**src/rtl/logic_op_if.sv**
```systemverilog
// Handshake and data bundle for logic_op_unit: input beat channel
// (in_valid/in_ready with operator, mode and operands) and result channel
// (out_valid/out_ready with Z, its reduction flags and the beat count).
interface logic_op_if #(
  parameter int WIDTH = 8,
  parameter int CNT_W = 8
);
  logic             in_valid;
  logic             in_ready;
  logic [2:0]       op;
  logic             mode;
  logic             last;
  logic [WIDTH-1:0] A;
  logic [WIDTH-1:0] B;
  logic             out_valid;
  logic             out_ready;
  logic [WIDTH-1:0] Z;
  logic             z_and;
  logic             z_or;
  logic             z_xor;
  logic [CNT_W-1:0] beats;

  // Producer/consumer side: drives beats, accepts results.
  modport master (
    output in_valid, op, mode, last, A, B, out_ready,
    input  in_ready, out_valid, Z, z_and, z_or, z_xor, beats
  );

  // The logic unit itself.
  modport slave (
    input  in_valid, op, mode, last, A, B, out_ready,
    output in_ready, out_valid, Z, z_and, z_or, z_xor, beats
  );
endinterface

```
**src/rtl/logic_op_unit.sv**
```systemverilog
// Registered bitwise logic unit. Single-shot beats produce one result each;
// accumulate bursts fold every beat's A through the operator latched on the
// first beat and produce one result on the last beat. Results sit in an
// output register guarded by a valid/ready handshake.
module logic_op_unit #(
  parameter int WIDTH = 8,
  parameter int CNT_W = 8
) (
  input logic        clk,
  input logic        rst,
  logic_op_if.slave  bus
);

  typedef enum logic {
    IDLE,
    ACCUM
  } state_t;

  state_t           state_q, state_d;
  logic [WIDTH-1:0] acc_q, acc_d;
  logic [2:0]       op_q, op_d;
  logic [CNT_W-1:0] cnt_q, cnt_d;
  logic [WIDTH-1:0] z_q, z_d;
  logic [CNT_W-1:0] beats_q, beats_d;
  logic             out_valid_q, out_valid_d;

  logic             in_ready;
  logic             accept;
  logic             load_out;
  logic [WIDTH-1:0] acc_next;
  logic [CNT_W-1:0] cnt_inc;

  function automatic logic [WIDTH-1:0] apply_op(
    input logic [2:0]       op_sel,
    input logic [WIDTH-1:0] x,
    input logic [WIDTH-1:0] y
  );
    case (op_sel)
      3'd0:    apply_op = x & y;
      3'd1:    apply_op = ~(x & y);
      3'd2:    apply_op = x | y;
      3'd3:    apply_op = ~(x | y);
      3'd4:    apply_op = x ^ y;
      3'd5:    apply_op = ~(x ^ y);
      3'd6:    apply_op = ~x;
      default: apply_op = x;
    endcase
  endfunction

  // A new result may load whenever the output register is empty or draining.
  assign in_ready = !out_valid_q || bus.out_ready;
  assign accept   = bus.in_valid && in_ready;

  // Fold step and saturating beat counter for the accumulate path.
  assign acc_next = apply_op(op_q, acc_q, bus.A);
  assign cnt_inc  = (cnt_q == {CNT_W{1'b1}}) ? cnt_q : cnt_q + 1'b1;

  // Next-state decode for the burst FSM and the output register.
  always_comb begin
    // NOTE: every variable gets a hold value first so no path leaves it
    // unassigned; otherwise synthesis would infer a latch.
    state_d  = state_q;
    acc_d    = acc_q;
    op_d     = op_q;
    cnt_d    = cnt_q;
    z_d      = z_q;
    beats_d  = beats_q;
    load_out = 1'b0;

    case (state_q)
      IDLE: begin
        if (accept) begin
          if (!bus.mode || bus.last) begin
            z_d      = apply_op(bus.op, bus.A, bus.B);
            beats_d  = CNT_W'(1);
            load_out = 1'b1;
          end else begin
            acc_d   = apply_op(bus.op, bus.A, bus.B);
            op_d    = bus.op;
            cnt_d   = CNT_W'(1);
            state_d = ACCUM;
          end
        end
      end
      ACCUM: begin
        if (accept) begin
          cnt_d = cnt_inc;
          if (bus.last) begin
            z_d      = acc_next;
            beats_d  = cnt_inc;
            load_out = 1'b1;
            state_d  = IDLE;
          end else begin
            acc_d = acc_next;
          end
        end
      end
      default: state_d = IDLE;
    endcase

    // A fresh result keeps out_valid high even while the old one transfers.
    out_valid_d = load_out || (out_valid_q && !bus.out_ready);
  end

  // State and output registers with synchronous reset.
  always_ff @(posedge clk) begin
    // NOTE: sequential state uses non-blocking assignments so every register
    // samples the pre-edge values regardless of statement order.
    if (rst) begin
      state_q     <= IDLE;
      acc_q       <= '0;
      op_q        <= '0;
      cnt_q       <= '0;
      z_q         <= '0;
      beats_q     <= '0;
      out_valid_q <= 1'b0;
    end else begin
      state_q     <= state_d;
      acc_q       <= acc_d;
      op_q        <= op_d;
      cnt_q       <= cnt_d;
      z_q         <= z_d;
      beats_q     <= beats_d;
      out_valid_q <= out_valid_d;
    end
  end

  assign bus.in_ready  = in_ready;
  assign bus.out_valid = out_valid_q;
  assign bus.Z         = z_q;
  assign bus.beats     = beats_q;
  assign bus.z_and     = &z_q;
  assign bus.z_or      = |z_q;
  assign bus.z_xor     = ^z_q;

endmodule

```
**src/flat_wrapper.sv**
```systemverilog
// flat-port wrapper written by rule: the top's interface ports become plain ports
module logic_op_unit_flat 
#(
  parameter int WIDTH = 8,
  parameter int CNT_W = 8
)
  (clk, rst, bus_in_valid, bus_op, bus_mode, bus_last, bus_A, bus_B, bus_out_ready, bus_in_ready, bus_out_valid, bus_Z, bus_z_and, bus_z_or, bus_z_xor, bus_beats);
  logic_op_if #(.WIDTH(WIDTH), .CNT_W(CNT_W)) bus_i ();
  input logic clk;
  input logic rst;
  input wire logic [$bits(bus_i.in_valid)-1:0] bus_in_valid;
  input wire logic [$bits(bus_i.op)-1:0] bus_op;
  input wire logic [$bits(bus_i.mode)-1:0] bus_mode;
  input wire logic [$bits(bus_i.last)-1:0] bus_last;
  input wire logic [$bits(bus_i.A)-1:0] bus_A;
  input wire logic [$bits(bus_i.B)-1:0] bus_B;
  input wire logic [$bits(bus_i.out_ready)-1:0] bus_out_ready;
  output wire logic [$bits(bus_i.in_ready)-1:0] bus_in_ready;
  output wire logic [$bits(bus_i.out_valid)-1:0] bus_out_valid;
  output wire logic [$bits(bus_i.Z)-1:0] bus_Z;
  output wire logic [$bits(bus_i.z_and)-1:0] bus_z_and;
  output wire logic [$bits(bus_i.z_or)-1:0] bus_z_or;
  output wire logic [$bits(bus_i.z_xor)-1:0] bus_z_xor;
  output wire logic [$bits(bus_i.beats)-1:0] bus_beats;
  assign bus_i.in_valid = bus_in_valid;
  assign bus_i.op = bus_op;
  assign bus_i.mode = bus_mode;
  assign bus_i.last = bus_last;
  assign bus_i.A = bus_A;
  assign bus_i.B = bus_B;
  assign bus_i.out_ready = bus_out_ready;
  assign bus_in_ready = bus_i.in_ready;
  assign bus_out_valid = bus_i.out_valid;
  assign bus_Z = bus_i.Z;
  assign bus_z_and = bus_i.z_and;
  assign bus_z_or = bus_i.z_or;
  assign bus_z_xor = bus_i.z_xor;
  assign bus_beats = bus_i.beats;
  logic_op_unit #(.WIDTH(WIDTH), .CNT_W(CNT_W)) u_core (.clk(clk), .rst(rst), .bus(bus_i));
endmodule
```
**config.mk**
```make
export PLATFORM = sky130hd
export DESIGN_NAME = logic_op_unit_flat
export DESIGN_NICKNAME = d
export VERILOG_FILES = /design/src/rtl/logic_op_if.sv /design/src/rtl/logic_op_unit.sv /design/src/flat_wrapper.sv
export SDC_FILE = /design/constraint.sdc
export NUM_CORES = 1
export LEC_CHECK = 0
export CAP_MARGIN = 5
export CORE_MARGIN = 3
export CORE_UTILIZATION = 35
export CTS_BUF_LIST = sky130_fd_sc_hd__clkbuf_8 sky130_fd_sc_hd__clkbuf_16
export CTS_CLUSTER_DIAMETER = 50
export DETAILED_ROUTE_END_ITERATION = 6
export GPL_ROUTABILITY_DRIVEN = 0
export SYNTH_ARGS = -nofsm -noshare
export SYNTH_HDL_FRONTEND = slang
export SYNTH_SLANG_ARGS = --single-unit
```
**constraint.sdc**
```tcl
create_clock -name clk -period 2.4 [get_ports clk]
set_clock_uncertainty 0.2 [all_clocks]
set_input_delay 0.24 -clock clk [delete_from_list [all_inputs] [get_ports clk]]
set_output_delay 0.24 -clock clk [all_outputs]
set_load 0.005 [all_outputs]
```
# Word-level counts from Yosys, hierarchy flattened
# Index checks and enable logic that the tools add are counted.
# op_classes
eq_ne,19
bitwise,16
n_reduce_logical,17
add_sub_neg,1
mux,32
# ops
operator,n
8-bit 2-to-1 mux,16
8-bit case mux with 7 select lines,2
8-bit inverter,8
8-bit case mux with 2 select lines,4
"3-bit equality test, second input constant",6
8-bit AND,2
8-bit bitwise OR,2
8-bit XOR,2
"3-bit by 2-bit equality test with 1-bit output, second input constant",4
"8-bit by 1-bit adder with 8-bit output, second input constant",1
"8-bit equality test, second input constant",1
1-bit 2-to-1 mux,8
"2-bit inequality test, second input constant",4
4-bit AND reduction,2
8-bit AND reduction,1
8-bit OR reduction,1
8-bit parity,1
"3-bit by 1-bit equality test with 1-bit output, second input constant",2
3-bit logical NOT,2
3-bit AND reduction,2
"2-bit by 1-bit inequality test with 1-bit output, second input constant",2
1-bit case mux with 2 select lines,2
1-bit logical NOT,3
1-bit logical OR,3
2 further kinds,4
# word_totals
elab_cells,92
inputBits,25
reg_bits,37

# Logic depth before layout (Yosys ltp)
# Gate-level depths: netlist of the first run.
# logic_depth
word_depth,6
mapped_depth,8
ltp_nobuf,7

# Least setup slack after synthesis of the first run
# OpenSTA, ideal clock, no wires.
# synth_path
kind,reg2reg
from,register u_core.acc_q[2]
to,register u_core.acc_q[2]
arrival_ns,1.711
path_buffers,0
required_ns,2.061
stages_incl_launch_ff,7
period_less_slack_ns,2.050
path_slack_ns,0.350
setup_time_ns,0.139
cell_sequence,dfxtp_1 inv_1 ha_1 mux4_2 xor2_1 a222oi_1 a211oi_1
# synth_via
elab_chain_len,6
word_cells_on_any_way,11
cone_classes,mux (4); bitwise (7)
# synth_rtl
item,line,text
from (decl),logic_op_unit.sv:20,"logic [WIDTH-1:0] acc_q, acc_d;"
from (signal assigned),logic_op_unit.sv:111,acc_q <= '0;
from (signal assigned),logic_op_unit.sv:119,acc_q <= acc_d;
8-bit XOR (tied with other cells),"logic_op_unit.sv:43, logic_op_unit.sv:44",
8-bit inverter (on tied branches),"logic_op_unit.sv:44, logic_op_unit.sv:40, logic_op_unit.sv:42",
8-bit case mux with 7 select lines (*),logic_op_unit.sv:38,case (op_sel)
8-bit 2-to-1 mux (*),logic_op_unit.sv:88,if (bus.last) begin
8-bit 2-to-1 mux (*),logic_op_unit.sv:86,if (accept) begin
8-bit case mux with 2 select lines (*),logic_op_unit.sv:70,case (state_q)
# Every way passes the cells marked *; elsewhere a longest branch is shown, timed or not. The select of a mux whose other input is x is not followed.
# A chain may end at the register's enable or synchronous reset.

# Worst setup path in the final report of the first run
# layout_path
from,input port bus_A[2]
to,"register u_core.z_q[2], in the netlist u_core.bus.Z[2]"
# layout_via
elab_chain_len,6
word_cells_on_any_way,20
cone_classes,mux (7); bitwise (13)
# layout_rtl
item,line,text
from (decl),flat_wrapper.sv:15,input wire logic [$bits(bus_i.A)-1:0] bus_A;
8-bit XOR (tied with other cells),"logic_op_unit.sv:43, logic_op_unit.sv:44",
8-bit inverter (on tied branches),"logic_op_unit.sv:44, logic_op_unit.sv:40, logic_op_unit.sv:42",
8-bit case mux with 7 select lines,logic_op_unit.sv:38,
8-bit 2-to-1 mux (on tied branches),"logic_op_unit.sv:88, logic_op_unit.sv:73",
8-bit 2-to-1 mux (on tied branches),"logic_op_unit.sv:86, logic_op_unit.sv:72",
8-bit case mux with 2 select lines (*),logic_op_unit.sv:70,
to (signal assigned),logic_op_unit.sv:122,z_q <= z_d;
to (decl),logic_op_unit.sv:23,"logic [WIDTH-1:0] z_q, z_d;"
# Marks and branches as above.

==> results.md, run 1 <==
- Status: finished clean
- Area delta synth->final: 25.0%
- Postcts setup bufs: 0
- Sequential area share after synthesis: 22.8%
- R2r worst-path depth: 6
- Vias: 3,142
- Synth Area per Inst: 7.88 sq um
- Worst-Margin Slew: 0.767 ns
- Num ports: 46
- Cts hold-fix bufs: 0
- R2r setup slk: 0.18 ns
- Final Util: 45.8%
- Htree depth: 2
- CP required: 2.36 ns
- Lkg Pwr: 1.62 nW
- Largest net degree at the start of global routing: 44
- HPWL Detailed: 6230 um
- Tcrit/Tclk final: 95.3%
- Max Cap Viol: 0
- Fraction of registers with async set or reset after synthesis: 0%
- Total Power: 1.77 mW
- DRT iter0 DRCs: 184
- Die area: 0.0105 sq mm
- Worst Path Arrival: 2.25 ns
- Maximum root-to-sink buffer count: 2
- CORE AREA: 0.00889 sq mm
- Max Fclk: 437 MHz
- Layout cells sized above 1: 11.5%
- CTS clk-pin slew, worst paths: 0.08 ns
- Clock Root Buffer: clkbuf_8
- Clk_lat worst skew: 0.29 ns
- Ant diodes: 0
- Final setup viols: 0
- Final WL: 8010 um
- End of the critical path: u_core.bus.Z[2]$_SDFFE_PP0P_
- Total GRT Usage: 16.1%
- Power Density: 435 mW/mm^2
- First-pass GRT wire length: 13,800 um
- 1st-pass router iterations: 4
- Worst-path fanout max: 2
- Ys flop type: dfxtp_1
- Per-cell routed wire length: 13.9 um
- Vias per cell: 5.45
- Post-synthesis register bit count: 37
- Clock sink count: 37
- Yosys warning count: 0
- Final Hold Fails: 0
- Crit. Startpoint: bus_A[2]
- Syn Inst Count: 413
- Total congestion overflow: 0
- Starting Density: 36.6%
- RSZ-0062 raised after global routing: no
- Total CTS buffers: 5
- Reg-to-reg startpoint: u_core.acc_q[2]$_SDFFE_PP0P_
- RR Endpoint: u_core.bus.Z[2]$_SDFFE_PP0P_
- Max VDD drop: 0.000274 V
- Post-synth EDFFs: 0
- Max-Slew Margin vs Limit: 48.8%
- Post-synth cell types: 52
- Slew Viols, Final: 0
- Mapped Area: 0.00325 sq mm
- Post-route minimum period: 2.29 ns
- FP Rows: 34
- Die Width: 102 um
- CP Class: in2reg
- CP Capture Type: flip-flop
- Fin Setup TNS: 0 ns
- PortBufs: 45
- Die extent in y: 102 um
- Final net count: 533
- Post-DRT Antenna Nets: 0
- Initial antenna violation count: 0
- Critical Path Start Type: input port
- Vias in the first global route: 3,009
- Hold Path Class: reg2reg
- CTS tree: built
- Syn nets: 479
- Total of fill cells in the finished design: 872
- DRC: 0
worst max-delay path: stages:
cell and delay [ns]:
clkdlybuf4s50_1 0.48, inv_1 0.06, ha_1 0.28, mux4_2 0.47
xor2_1 0.16, a222oi_1 0.41, a211oi_1 0.15
what timing repair did:
action                                  4_1_cts  5_1_grt
hold endpoints to repair                      0        0
gates resized for setup                       1        2
endpoints found under the setup margin        1        1
flip-flops by register name (all words and copies together) (netlist names):
signal,cells
u_core.acc_q,8
u_core.bus.Z,8
u_core.bus.beats,8
u_core.cnt_q,8
u_core.op_q,3
u_core.bus.out_valid,1
u_core.state_q,1
per-layer routing:
metal	part of all wire, %	GRT usage [%]
met1	46	20.6
met2	50	28.5
met3	2.7	2.46
met4	1.4	3.83
met5	0	0
cells by family (layout without fill, tap and decap cells):
family	after synthesis	in the layout	synth area share [%]
flops	37	37	22.8
buf+inv	65	120	8.35
xor+xnor	14	14	3.77
simple gates	131	131	19.7
mux	11	11	4.58
fa+ha+maj	41	41	15.8
compound gates	114	114	25.1
Yosys cell counts, drive strengths merged, types with 6 or more instances:
library cell	number	area [sq um]
a311o	6	60.1
nand2b	9	56.3
mux2i	7	70.1
nand2	21	78.8
buf	18	95.1
o211ai	8	60.1
a32oi	6	52.6
nor2	59	221
ha	41	513
o21ai	18	90.1
a21oi	32	160
clkbuf	10	37.5
xnor2	11	96.3
inv	37	139
a311oi	13	133
nor2b	6	37.5
nand3b	11	82.6
dfxtp	37	741
through the flow:
step	setup slack [ns]	cell area, sq um	hold WS [ns]	std cells
after global placement	-0.112	3940	0.247	568
after detailed placement	-0.187	3940	0.250	568
after global routing	0.00685	4070	0.293	576
final	0.113	4070	0.258	576
after CTS	0.0119	4060	0.264	576
after floorplan	0.350	3250	0.137	413
where the power goes:
part           internal [mW]  leakage [nW]  switching (mW)  total (mW)
Clock                  0.312        0.0585           0.243       0.555
Combinational          0.279          1.26           0.261       0.541
Sequential             0.642         0.302          0.0327       0.675
layout make-up:
class	instances	area (sq um)	area share, %
Tap cell	108	135	3.32
Clock inverter	3	43.8	1.08
Sequential cell	37	742	18.2
Clock buffer	5	68.8	1.69
Inverter	37	139	3.41
Timing Repair Buffer	75	691	17.0
Multi-Input combinational cell	311	2250	55.3
worst min-delay path by stage:
stage                                           from  slack, ns                          endpoint  depth (start not counted)
global route        u_core.bus.beats[7]$_SDFFE_PP0P_       0.29  u_core.bus.beats[7]$_SDFFE_PP0P_                          1
CTS                 u_core.bus.beats[3]$_SDFFE_PP0P_       0.26  u_core.bus.beats[3]$_SDFFE_PP0P_                          2
detailed placement  u_core.bus.beats[3]$_SDFFE_PP0P_       0.25  u_core.bus.beats[3]$_SDFFE_PP0P_                          2
floorplan                                   bus_last       0.14         u_core.state_q$_SDFF_PP0_                          1
global placement    u_core.bus.beats[3]$_SDFFE_PP0P_       0.25  u_core.bus.beats[3]$_SDFFE_PP0P_                          2
finish              u_core.bus.beats[3]$_SDFFE_PP0P_       0.26  u_core.bus.beats[3]$_SDFFE_PP0P_                          2
placed cells by master (no fill, tap or decap), types with 8 or more instances in the layout:
master / n
clkdlybuf4s50_1: 44
nand2b_1: 9
buf_4: 29
nand3b_1: 11
dfxtp_1: 36
a311oi_1: 10
a21oi_1: 32
nand2_1: 21
inv_1: 36
ha_1: 41
o211ai_1: 8
o21ai_0: 17
xnor2_1: 10
nor2_1: 59
Note: power is estimated with default switching activity, not from simulation.
==> inputs of run 2 (changes only) <==
--- a/config.mk
+++ b/config.mk
@@ -9,7 +9,7 @@
 export CORE_MARGIN = 3
 export CORE_UTILIZATION = 35
 export CTS_BUF_LIST = sky130_fd_sc_hd__clkbuf_8 sky130_fd_sc_hd__clkbuf_16
-export CTS_CLUSTER_DIAMETER = 50
+export CTS_CLUSTER_DIAMETER = 60
 export DETAILED_ROUTE_END_ITERATION = 6
 export GPL_ROUTABILITY_DRIVEN = 0
 export SYNTH_ARGS = -nofsm -noshare
==> results of run 2 <==
No change in the layout: final DEF, timing and power equal those of run 1.
